### src/rtl/car_light_seq.sv
// Tail-light sequencer: N lamps per side with fill/chase turn animation,
// hazard flash and steady brake. Outputs come straight from flops.
module car_light_seq #(
  parameter int N        = 3,
  parameter int STEP_DIV = 1,
  parameter int MODE     = 0
) (
  input  logic         clk,
  input  logic         rst_n,
  input  logic         left,
  input  logic         right,
  input  logic         E,
  input  logic         brake,
  output logic [N-1:0] light_left,
  output logic [N-1:0] light_right,
  output logic [1:0]   state
);

  localparam int PH_W = $clog2(N + 1);
  localparam int PC_W = (STEP_DIV > 1) ? $clog2(STEP_DIV) : 1;

  localparam logic [1:0] S_IDLE  = 2'b00;
  localparam logic [1:0] S_LEFT  = 2'b01;
  localparam logic [1:0] S_RIGHT = 2'b10;
  localparam logic [1:0] S_HAZ   = 2'b11;

  logic [1:0]      state_q, state_d;
  logic [PH_W-1:0] ph_q, ph_d;
  logic [PC_W-1:0] pc_q, pc_d;
  logic            tick;
  logic [N-1:0]    pat, brake_fill, haz_fill;
  logic [N-1:0]    light_left_q, light_left_d;
  logic [N-1:0]    light_right_q, light_right_d;

  always_comb begin
    if (E || (left && right)) state_d = S_HAZ;
    else if (left)            state_d = S_LEFT;
    else if (right)           state_d = S_RIGHT;
    else                      state_d = S_IDLE;
  end

  assign tick = (pc_q == PC_W'(STEP_DIV - 1));

  // A state change restarts both counters so the first step is a full STEP_DIV.
  always_comb begin
    pc_d = tick ? '0 : pc_q + PC_W'(1);
    ph_d = ph_q;
    if (state_d != state_q) begin
      pc_d = '0;
      ph_d = (state_d == S_IDLE) ? '0 : PH_W'(1);
    end else if (tick) begin
      case (state_q)
        S_LEFT, S_RIGHT: ph_d = (ph_q == PH_W'(N)) ? '0 : ph_q + PH_W'(1);
        S_HAZ:           ph_d = (ph_q == PH_W'(1)) ? '0 : PH_W'(1);
        default:         ph_d = '0;
      endcase
    end
  end

  // Pattern is built from the next phase so outputs line up with the state flops.
  genvar gi;
  generate
    for (gi = 0; gi < N; gi++) begin : g_pat
      if (MODE == 0) begin : g_fill
        assign pat[gi] = (ph_d > PH_W'(gi));
      end else begin : g_chase
        assign pat[gi] = (ph_d == PH_W'(gi + 1));
      end
    end
  endgenerate

  assign brake_fill = {N{brake}};
  assign haz_fill   = {N{ph_d == PH_W'(1)}};

  always_comb begin
    light_left_d  = brake_fill;
    light_right_d = brake_fill;
    case (state_d)
      S_LEFT:  light_left_d  = pat;
      S_RIGHT: light_right_d = pat;
      S_HAZ: begin
        light_left_d  = haz_fill;
        light_right_d = haz_fill;
      end
      default: ;
    endcase
  end

  always_ff @(posedge clk) begin
    if (!rst_n) begin
      state_q       <= S_IDLE;
      ph_q          <= '0;
      pc_q          <= '0;
      light_left_q  <= '0;
      light_right_q <= '0;
    end else begin
      state_q       <= state_d;
      ph_q          <= ph_d;
      pc_q          <= pc_d;
      light_left_q  <= light_left_d;
      light_right_q <= light_right_d;
    end
  end

  assign light_left  = light_left_q;
  assign light_right = light_right_q;
  assign state       = state_q;

endmodule

### config.mk
export PLATFORM = sky130hd
export DESIGN_NAME = car_light_seq
export DESIGN_NICKNAME = d
export VERILOG_FILES = /design/src/rtl/car_light_seq.sv
export SDC_FILE = /design/constraint.sdc
export NUM_CORES = 1
export LEC_CHECK = 0
export CORE_AREA = 4 4 41 43
export DETAILED_ROUTE_END_ITERATION = 8
export DIE_AREA = 0 0 45 47
export PLACE_DENSITY = 0.7
export SLEW_MARGIN = 10
export SYNTH_ARGS = -nofsm -noshare
export SYNTH_HDL_FRONTEND = slang
export SYNTH_SLANG_ARGS = --single-unit
### constraint.sdc
create_clock -name clk -period 2.9 [get_ports clk]
set_input_delay 0.435 -clock clk [delete_from_list [all_inputs] [get_ports clk]]
set_output_delay 0.435 -clock clk [all_outputs]
set_load 0.02 [all_outputs]
---- Word-level counts from Yosys, hierarchy flattened ----
Index checks and enable logic that the tools add are counted.
storage, ports and cells
  flip-flop bits (word level) ............. 11
  input port bits ......................... 6
  output and inout port bits .............. 8
cells by class
  add/sub/neg operators ................... 2
  $lt $le $gt $ge ......................... 3
  equal/unequal tests ..................... 10
  mux-type cells .......................... 11
  bitwise operators ....................... 2
  reductions and logical operators ........ 5
operators by type and width
  kind                                                 count
  2-to-1 mux 2 bit                                     6
  case mux 3 bit (2 select lines)                      2
  == test 2 bit (second input constant)                5
  == test 2 x 1 -> 1 bit (second input constant)       4
  > comparator 2 x 1 -> 1 bit (second input constant)  2
  case mux 2 bit (2 select lines)                      1
  OR reduction 3 bit                                   1
  adder 2 x 1 -> 2 bit (second input constant)         1
  > comparator 2 bit (second input constant)           1
  zero test 2 bit                                      1
  2-to-1 mux 1 bit                                     2
  != test 2 bit                                        1
  inverter 1 bit                                       2
  OR reduction 2 bit                                   1
  adder 1 bit (second input constant)                  1
  logical AND 1 bit                                    1
  logical OR 1 bit                                     1

---- Logic depth before layout (Yosys ltp) ----
Gate-level depths: netlist of the first run.
  depth in word-level cells ............... 8
  gate-level depth with buffers ........... 7
  gate-level depth less buffers ........... 7

---- Worst setup path after synthesis of the first run ----
OpenSTA, ideal clock, no wires.
  kind .................................... reg-to-reg
  start ................................... register state_q[0] (netlist: state[0])
  end ..................................... register light_right_q[0] (netlist: light_right[0])
  setup time .............................. 135 ps
  arrival ................................. 1723 ps
  required time ........................... 2765 ps
  path slack .............................. 1042 ps
  stages on the path, launching flop included .. 8
  buffers on the path ..................... 0
  cell sequence ........................... dfxtp_1 > inv_1 > ha_1 > nor3b_1 > o32ai_1 > o21ai_1 > nand3_2 > o221ai_1
on the way
  word-level cells in the longest chain between the ends .. 7
  elaborated cells between the ends (all ways) .. 11
  classes of those cells .................. 1 x order compare; 5 x eq/ne; 4 x mux; 1 x reduce/logical
ends and longest elaborated chain
  what                                                                          RTL line  source
  start: declaration                                                            27        logic [1:0] state_q, state_d;
  start signal: assignment                                                      97        state_q <= state_d;
  == test 2 x 1 -> 1 bit / == test 2 bit (equally long branches)                52        case (state_q)
  OR reduction 2 bit                                                            52
  case mux 2 bit (2 select lines)                                               52
  2-to-1 mux 2 bit                                                              51        end else if (tick) begin
  2-to-1 mux 2 bit *                                                            48        if (state_d != state_q) begin
  > comparator 2 x 1 -> 1 bit / == test 2 x 1 -> 1 bit (equally long branches)  65, 73
  case mux 3 bit (2 select lines) *                                             78        case (state_d)
  end signal: assignment                                                        101       light_right_q <= light_right_d;
  end: declaration                                                              33        logic [N-1:0] light_right_q, light_right_d;
Every way passes the cells marked *; elsewhere a longest branch is shown, timed or not.
A chain may end at the register's enable or synchronous reset.

---- Final worst setup path of the first run ----
Ends and elaborated chain as after synthesis.

==> results of run 1 <==
-- cell type report --
class | count | area, um^2
flip-flops and latches | 11 | 220
repair buffers | 13 | 130
clock buffers | 4 | 26.3
inverters | 5 | 18.8
fillers | 133 | 547
well taps | 15 | 18.8
multi-input cells | 49 | 340
-- cell usage in the layout, fill, tap and decap left out, types with 3 or more instances in the layout --
| cell type | count |
|---|---|
| ha_1 | 4 |
| nand3_1 | 4 |
| inv_1 | 5 |
| nand2_1 | 4 |
| clkdlybuf4s50_1 | 13 |
| nor2b_1 | 3 |
| nor2_1 | 3 |
| o21ai_0 | 6 |
| dfxtp_1 | 11 |
| clkbuf_4 | 3 |
-- flip-flops by register name, indices dropped and copies added (netlist names) --
signal,count
light_left,3
pc_q,1
state,2
ph_q,2
light_right,3
-- kinds of logic (layout without fill, tap and decap cells) --
group / count (synthesis) / in the layout
AND/OR/NAND/NOR: 22 / 22
other: 1 / 1
XOR/XNOR: 1 / 1
adder cells (fa/ha/maj): 4 / 4
buffers and inverters: 5 / 22
AO/OA/AOI/OAI: 21 / 21
flip-flops: 11 / 11
-- worst max-delay path by stage --
stage          cells after the start  startpoint        endpoint
6_report                           7    state[0]  light_right[0]
3_3_place_gp                       6           E  light_right[0]
5_1_grt                            7    state[0]  light_right[0]
3_5_place_dp                       6           E  light_right[0]
2_1_floorplan                      7    state[0]  light_right[0]
4_1_cts                            7    state[0]  light_right[0]
-- routing by layer --
layer / up-vias / track usage
met5: - / 0
met2: 16 / 0.223
met1: 233 / 0.164
met3: 2 / 0.0345
met4: 0 / 0.0877
li1: 270 / -
-- stage by stage --
step           std cells  instance area (um^2)   util  total power, W  setup WS [ns]
2_1_floorplan         65                   579      -        0.000224           1.04
3_3_place_gp          93                   728  0.560        0.000264          0.745
3_5_place_dp          93                   728  0.560        0.000264          0.711
4_1_cts               97                   754  0.580        0.000367          0.913
5_1_grt               97                   754  0.580        0.000384          0.736
6_report              97                   754  0.580        0.000362          0.911
-- worst max-delay path, delay by kind of cell (launching register included) --
kind,cells,cell delay [ns]
flip-flops,1,0.48
adder cells (fa/ha/maj),1,0.32
buffers and inverters,1,0.10
AO/OA/AOI/OAI,3,0.67
AND/OR/NAND/NOR,2,0.28
-- where the power goes --
group	total [W]	internal (W)	switching (W)
registers	0.000172	0.000164	0.00000753
logic	0.0000894	0.0000429	0.0000465
clock network	0.000101	0.0000531	0.0000476
==> results.md, run 1 <==
- Vias: 521
- Die W: 45 um
- Post-synth top flop: dfxtp_1
- Effective utilization at floorplan: 0.445
- Setup violators final: 0
- Syn Nets: 75
- Synth async-reset ratio: 0
- Top post-synthesis cells by area: dfxtp_1 38%, ha_1 8.6%, o21ai_0 5.2%
- Outcome: completed
- Synth Area in Compound Gates: 0.272
- CTS resizes: 0
- Worst Hold Path EP: light_right[2]
- Die height: 47 um
- Total gr overflow: 0
- Syn Area/Cell: 8.91 um^2
- Synthesis-stage register bit count: 11
- H-tree Lvls: 1
- R2r worst-path depth: 7
- Final Hold Fails: 0
- Iteration-0 DRC Markers: 14
- Drt via density: 5.37
- IO Port Bufs: 13
- First-pass GRT wire length: 2050 um
- Met2 Routed Length: 549 um
- Netlist cell types: 33
- Worst-path cell chain: inv_1 -> ha_1 -> nor3b_1 -> o32ai_1 -> o211ai_1 -> nand3_1 -> o221ai_1
- Synth top cells by count: 11 x dfxtp_1, 6 x o21ai_0, 5 x inv_1
- Vias in the first global route: 508
- Post-Synth XOR/XNOR Area: 0.0151
- Initial antenna violation count: 0
- Post-synthesis adder-cell area fraction: 0.0864
- Hold Crit Depth: 3
- Class of the worst hold path: register to register
- IO Pins: 14
- Synth area leader: dfxtp_1
- Final net count: 93
- Minimum clock period: 1.99 ns
- Number of CTS-inserted buffers: 3
- EDFF count, synth: 0
- Period utilization: 0.686
- Maxcap violations: 0
- P_leak: 0.310 nW
- Synth top area share: 0.380
- Wire per inst: 12.4 um
- Worst-path fanout max: 9
- Largest net degree at the start of global routing: 10
- Post-synthesis sequential area ratio: 0.380
- Kind of critical path: register to register
- Cell area power density: 479 mW/mm^2
- Total clock sinks: 11
- Antenna Nets Post-Route: 0
- Total global-route track usage: 0.138
- WL met3: 84 um
- Total Wirelength: 1200 um
- Post-CTS setup repair buffer count: 0
- Crit path DAT: 2.12 ns
- First-pass DRT Iterations: 4
- WL met1: 558 um
- Final max-slew violation count: 0
- GP Congestion: 0.880
- Clock skew: 0.000749 ns
- Layout overhead on the synthesized area: 30.2%
- Mapped Area: 579 um^2
- Hold buffers post-CTS: 0
- Worst reg2reg startpoint: state[0]
- Top Layer Used: met4
- Simple-gate portion of the synthesized area: 0.207
- Fin Hold WS: 0.713 ns
- Row count: 13
- Worst-skew pair later-pin latency: 0.26 ns
- Core box area: 0.00130 mm^2
- Critical path endpoint category: register
- Largest family of logic cells by synthesized area: compound AO/OA/AOI/OAI gates
- Crit path max-delay cell type: dfxtp_1
- DRC: 0
- Most common cell in the netlist: dfxtp_1
- CTS tree: done
- Dpl hpwl: 924 um
- Ant diodes: 0
- Reg-to-reg slack, setup: 0.91 ns
- Multiplexer share of the synthesized area: 0
- Cells after synthesis: 65
- Req. time, crit path: 3.03 ns
- R2r endpoint: light_right[0]
- Critical Path Max Stage Delay: 0.48 ns
- Max Clock Freq: 0.503 GHz
- CTS Buffer Depth: 2
- Total die area: 0.00212 mm^2
- Share of post-route cells with drive strength above 1: 0.110
- Worst hold start: state[1]
- Worst vdd ir: 209 uV
- Root Buffer: clkbuf_4
- Setup tns final: 0 ns
- Crit path launch type: register
- Yosys warns: 0
- Unrepaired setup endpoints after global routing: no
- Clock Pin Slew Worst Setup and Hold Paths: 0.07 ns
Note: power is estimated with default switching activity, not from simulation.
==> inputs of run 2 (changes only) <==
==> constraint.sdc (replaced) <==
create_clock -name clk -period 1.9 [get_ports clk]
set_input_delay 0.285 -clock clk [delete_from_list [all_inputs] [get_ports clk]]
set_output_delay 0.285 -clock clk [all_outputs]
set_load 0.02 [all_outputs]
==> run 2 against run 1 <==
  * Worst setup slack got worse by 0.77 ns
  * Cell area rose by 5.0%
  * Sequential power rose by 50%
  * Core utilization rose by 2.9 points
  * Non-clock buffer count rose by 5
  * Clock power rose by 68%
  * Via count rose by 9.8%
  * Largest cell class unchanged
==> results.md, run 2 (same netlist as run 1, synthesis figures left out) <==
- Kind of critical path: register to register (unchanged)
- Share of post-route cells with drive strength above 1: 0.161 (was 0.110)
- Hold buffers post-CTS: 0 (unchanged)
- First-pass DRT Iterations: 4 (unchanged)
- Cell area power density: 731 mW/mm^2 (was 479 mW/mm^2)
- Total clock sinks: 11 (unchanged)
- Antenna Nets Post-Route: 0 (unchanged)
- Post-CTS setup repair buffer count: 0 (unchanged)
- Layout overhead on the synthesized area: 36.7% (was 30.2%)
- Crit path DAT: 1.91 ns (was 2.12 ns)
- Reg-to-reg slack, setup: 0.14 ns (was 0.91 ns)
- IO Pins: 14 (unchanged)
- Final Hold Fails: 0 (unchanged)
- Largest net degree at the start of global routing: 9 (was 10)
- DRC: 0 (unchanged)
- Vias: 572 (was 521)
- Max Clock Freq: 0.570 GHz (was 0.503 GHz)
- Fin Hold WS: 0.689 ns (was 0.713 ns)
- Unrepaired setup endpoints after global routing: no (unchanged)
- Setup tns final: 0 ns (unchanged)
- Ant diodes: 0 (unchanged)
- Worst vdd ir: 387 uV (was 209 uV)
- Fin cells: 102 (was 97)
- Clock Pin Slew Worst Setup and Hold Paths: 0.07 ns (about the same)
- Wire per inst: 13.0 um (was 12.4 um)
- H-tree Lvls: 1 (unchanged)
- Final max-slew violation count: 0 (unchanged)
- Critical path origin: state[1] (was state[0])
- Initial antenna violation count: 0 (unchanged)
- Vias in the first global route: 534 (was 508)
- CTS Buffer Depth: 2 (unchanged)
- Class of the worst hold path: register to register (unchanged)
- Row count: 13 (unchanged)
- Period utilization: 0.924 (was 0.686)
- Most common cell after layout, fill and taps aside: clkdlybuf4s50_1 (unchanged)
- Final net count: 98 (was 93)
- Critical path endpoint category: register (unchanged)
- Register area: 220 um^2 (unchanged)
- Core box area: 0.00130 mm^2 (unchanged)
- P_leak: 0.335 nW (was 0.310 nW)
- Worst-path cell chain: inv_1 -> ha_1 -> nor3b_1 -> o32ai_1 -> o21ai_1 -> nand3_2 -> o221ai_1 (was inv_1 -> ha_1 -> nor3b_1 -> o32ai_1 -> o211ai_1 -> nand3_1 -> o221ai_1)
- Total Wirelength: 1330 um (was 1200 um)
- Commonest non-fill, non-tap cells in the layout: 13 x clkdlybuf4s50_1, 11 x dfxtp_1, 6 x o21ai_0 (unchanged)
- Total die area: 0.00212 mm^2 (unchanged)
- Area of the multi-input gates: 340 um^2 (unchanged)
- Worst-skew pair later-pin latency: 0.28 ns (was 0.26 ns)
- Minimum clock period: 1.76 ns (was 1.99 ns)
- Crit path max-delay cell type: o32ai_1 (was dfxtp_1)
- Worst reg2reg startpoint: state[1] (was state[0])
- Drt via density: 5.61 (was 5.37)
- Root Buffer: clkbuf_4 (unchanged)
- Die W: 45 um (unchanged)
- Fillers: 133 (unchanged)
- Worst-path fanout max: 5 (was 9)
- Outcome: completed (unchanged)
- GP Congestion: 0.839 (was 0.880)
- DP Cell Count: 98 (was 93)
- Dpl hpwl: 968 um (was 924 um)
- Total global-route track usage: 0.145 (was 0.138)
- CP Buf/Inv Count: 1 (unchanged)
- Total gr overflow: 0 (unchanged)
- First-pass GRT wire length: 2170 um (was 2050 um)
- Iteration-0 DRC Markers: 18 (was 14)
- Setup violators final: 0 (unchanged)
- CTS resizes: 0 (unchanged)
- Worst hold start: state[0] (was state[1])
- CP delay by family, top: compound AO/OA/AOI/OAI gates (unchanged)
- Req. time, crit path: 2.05 ns (was 3.03 ns)
- Clock skew: 0.000486 ns (was 0.000749 ns)
- Die height: 47 um (unchanged)
- Effective utilization at floorplan: 0.445 (unchanged)
- Maxcap violations: 0 (unchanged)
- Number of CTS-inserted buffers: 3 (unchanged)
- Critical Path Max Stage Delay: 0.35 ns (was 0.48 ns)
- Crit path launch type: register (unchanged)
- CTS tree: done (unchanged)
- IO Port Bufs: 13 (unchanged)
run 2: changes by cell type in the layout (fill, tap and decap cells not counted):
cell   before  now
buf_4       0    5
run 2: routing by layer:
metal / GRT usage / share of wire / vias up
li1: - / - / 279
met1: 0.172 / 0.45 / 257
met2: 0.237 / 0.45 / 31
met3: 0.0345 / 0.081 / 5
met4: 0.0877 / 0.023 / 0
met5: 0 / 0 / -
run 2: through the flow:
stage               total power [W]  utilization  area, um^2  setup WS (ns)
global route               0.000601        0.609         792         0.0302
floorplan                  0.000342            -         579         0.0424
CTS                        0.000575        0.609         792          0.127
detailed placement         0.000413        0.588         766        0.00341
finish                     0.000579        0.609         792          0.144
global placement           0.000412        0.588         766        0.00771
run 2: path summary, 6_finish.rpt:
check,depth (start not counted),endpoint
setup / recovery,7,light_right[0]
hold / removal,4,light_left[2]
setup reg to reg,7,light_right[0]
hold reg to reg,4,light_left[2]
run 2: where the power goes:
group / switching [W] / internal [W]
clock network: 0.0000884 / 0.0000816
registers: 0.00000754 / 0.000250
logic: 0.0000780 / 0.0000731
total: 0.000174 / 0.000405
run 2: worst min-delay path, cell delays in order (launching register included):
cell,delay (ns)
dfxtp_1,0.31
inv_1,0.07
o21ai_0,0.08
nand3b_1,0.09
o21ai_0,0.08
run 2: final cells by class:
cell class,count,area share
multi-input cells,49,0.430
flip-flops and latches,11,0.278
repair buffers,18,0.212
clock buffers,4,0.0332
inverters,5,0.0237
well taps,15,0.0237
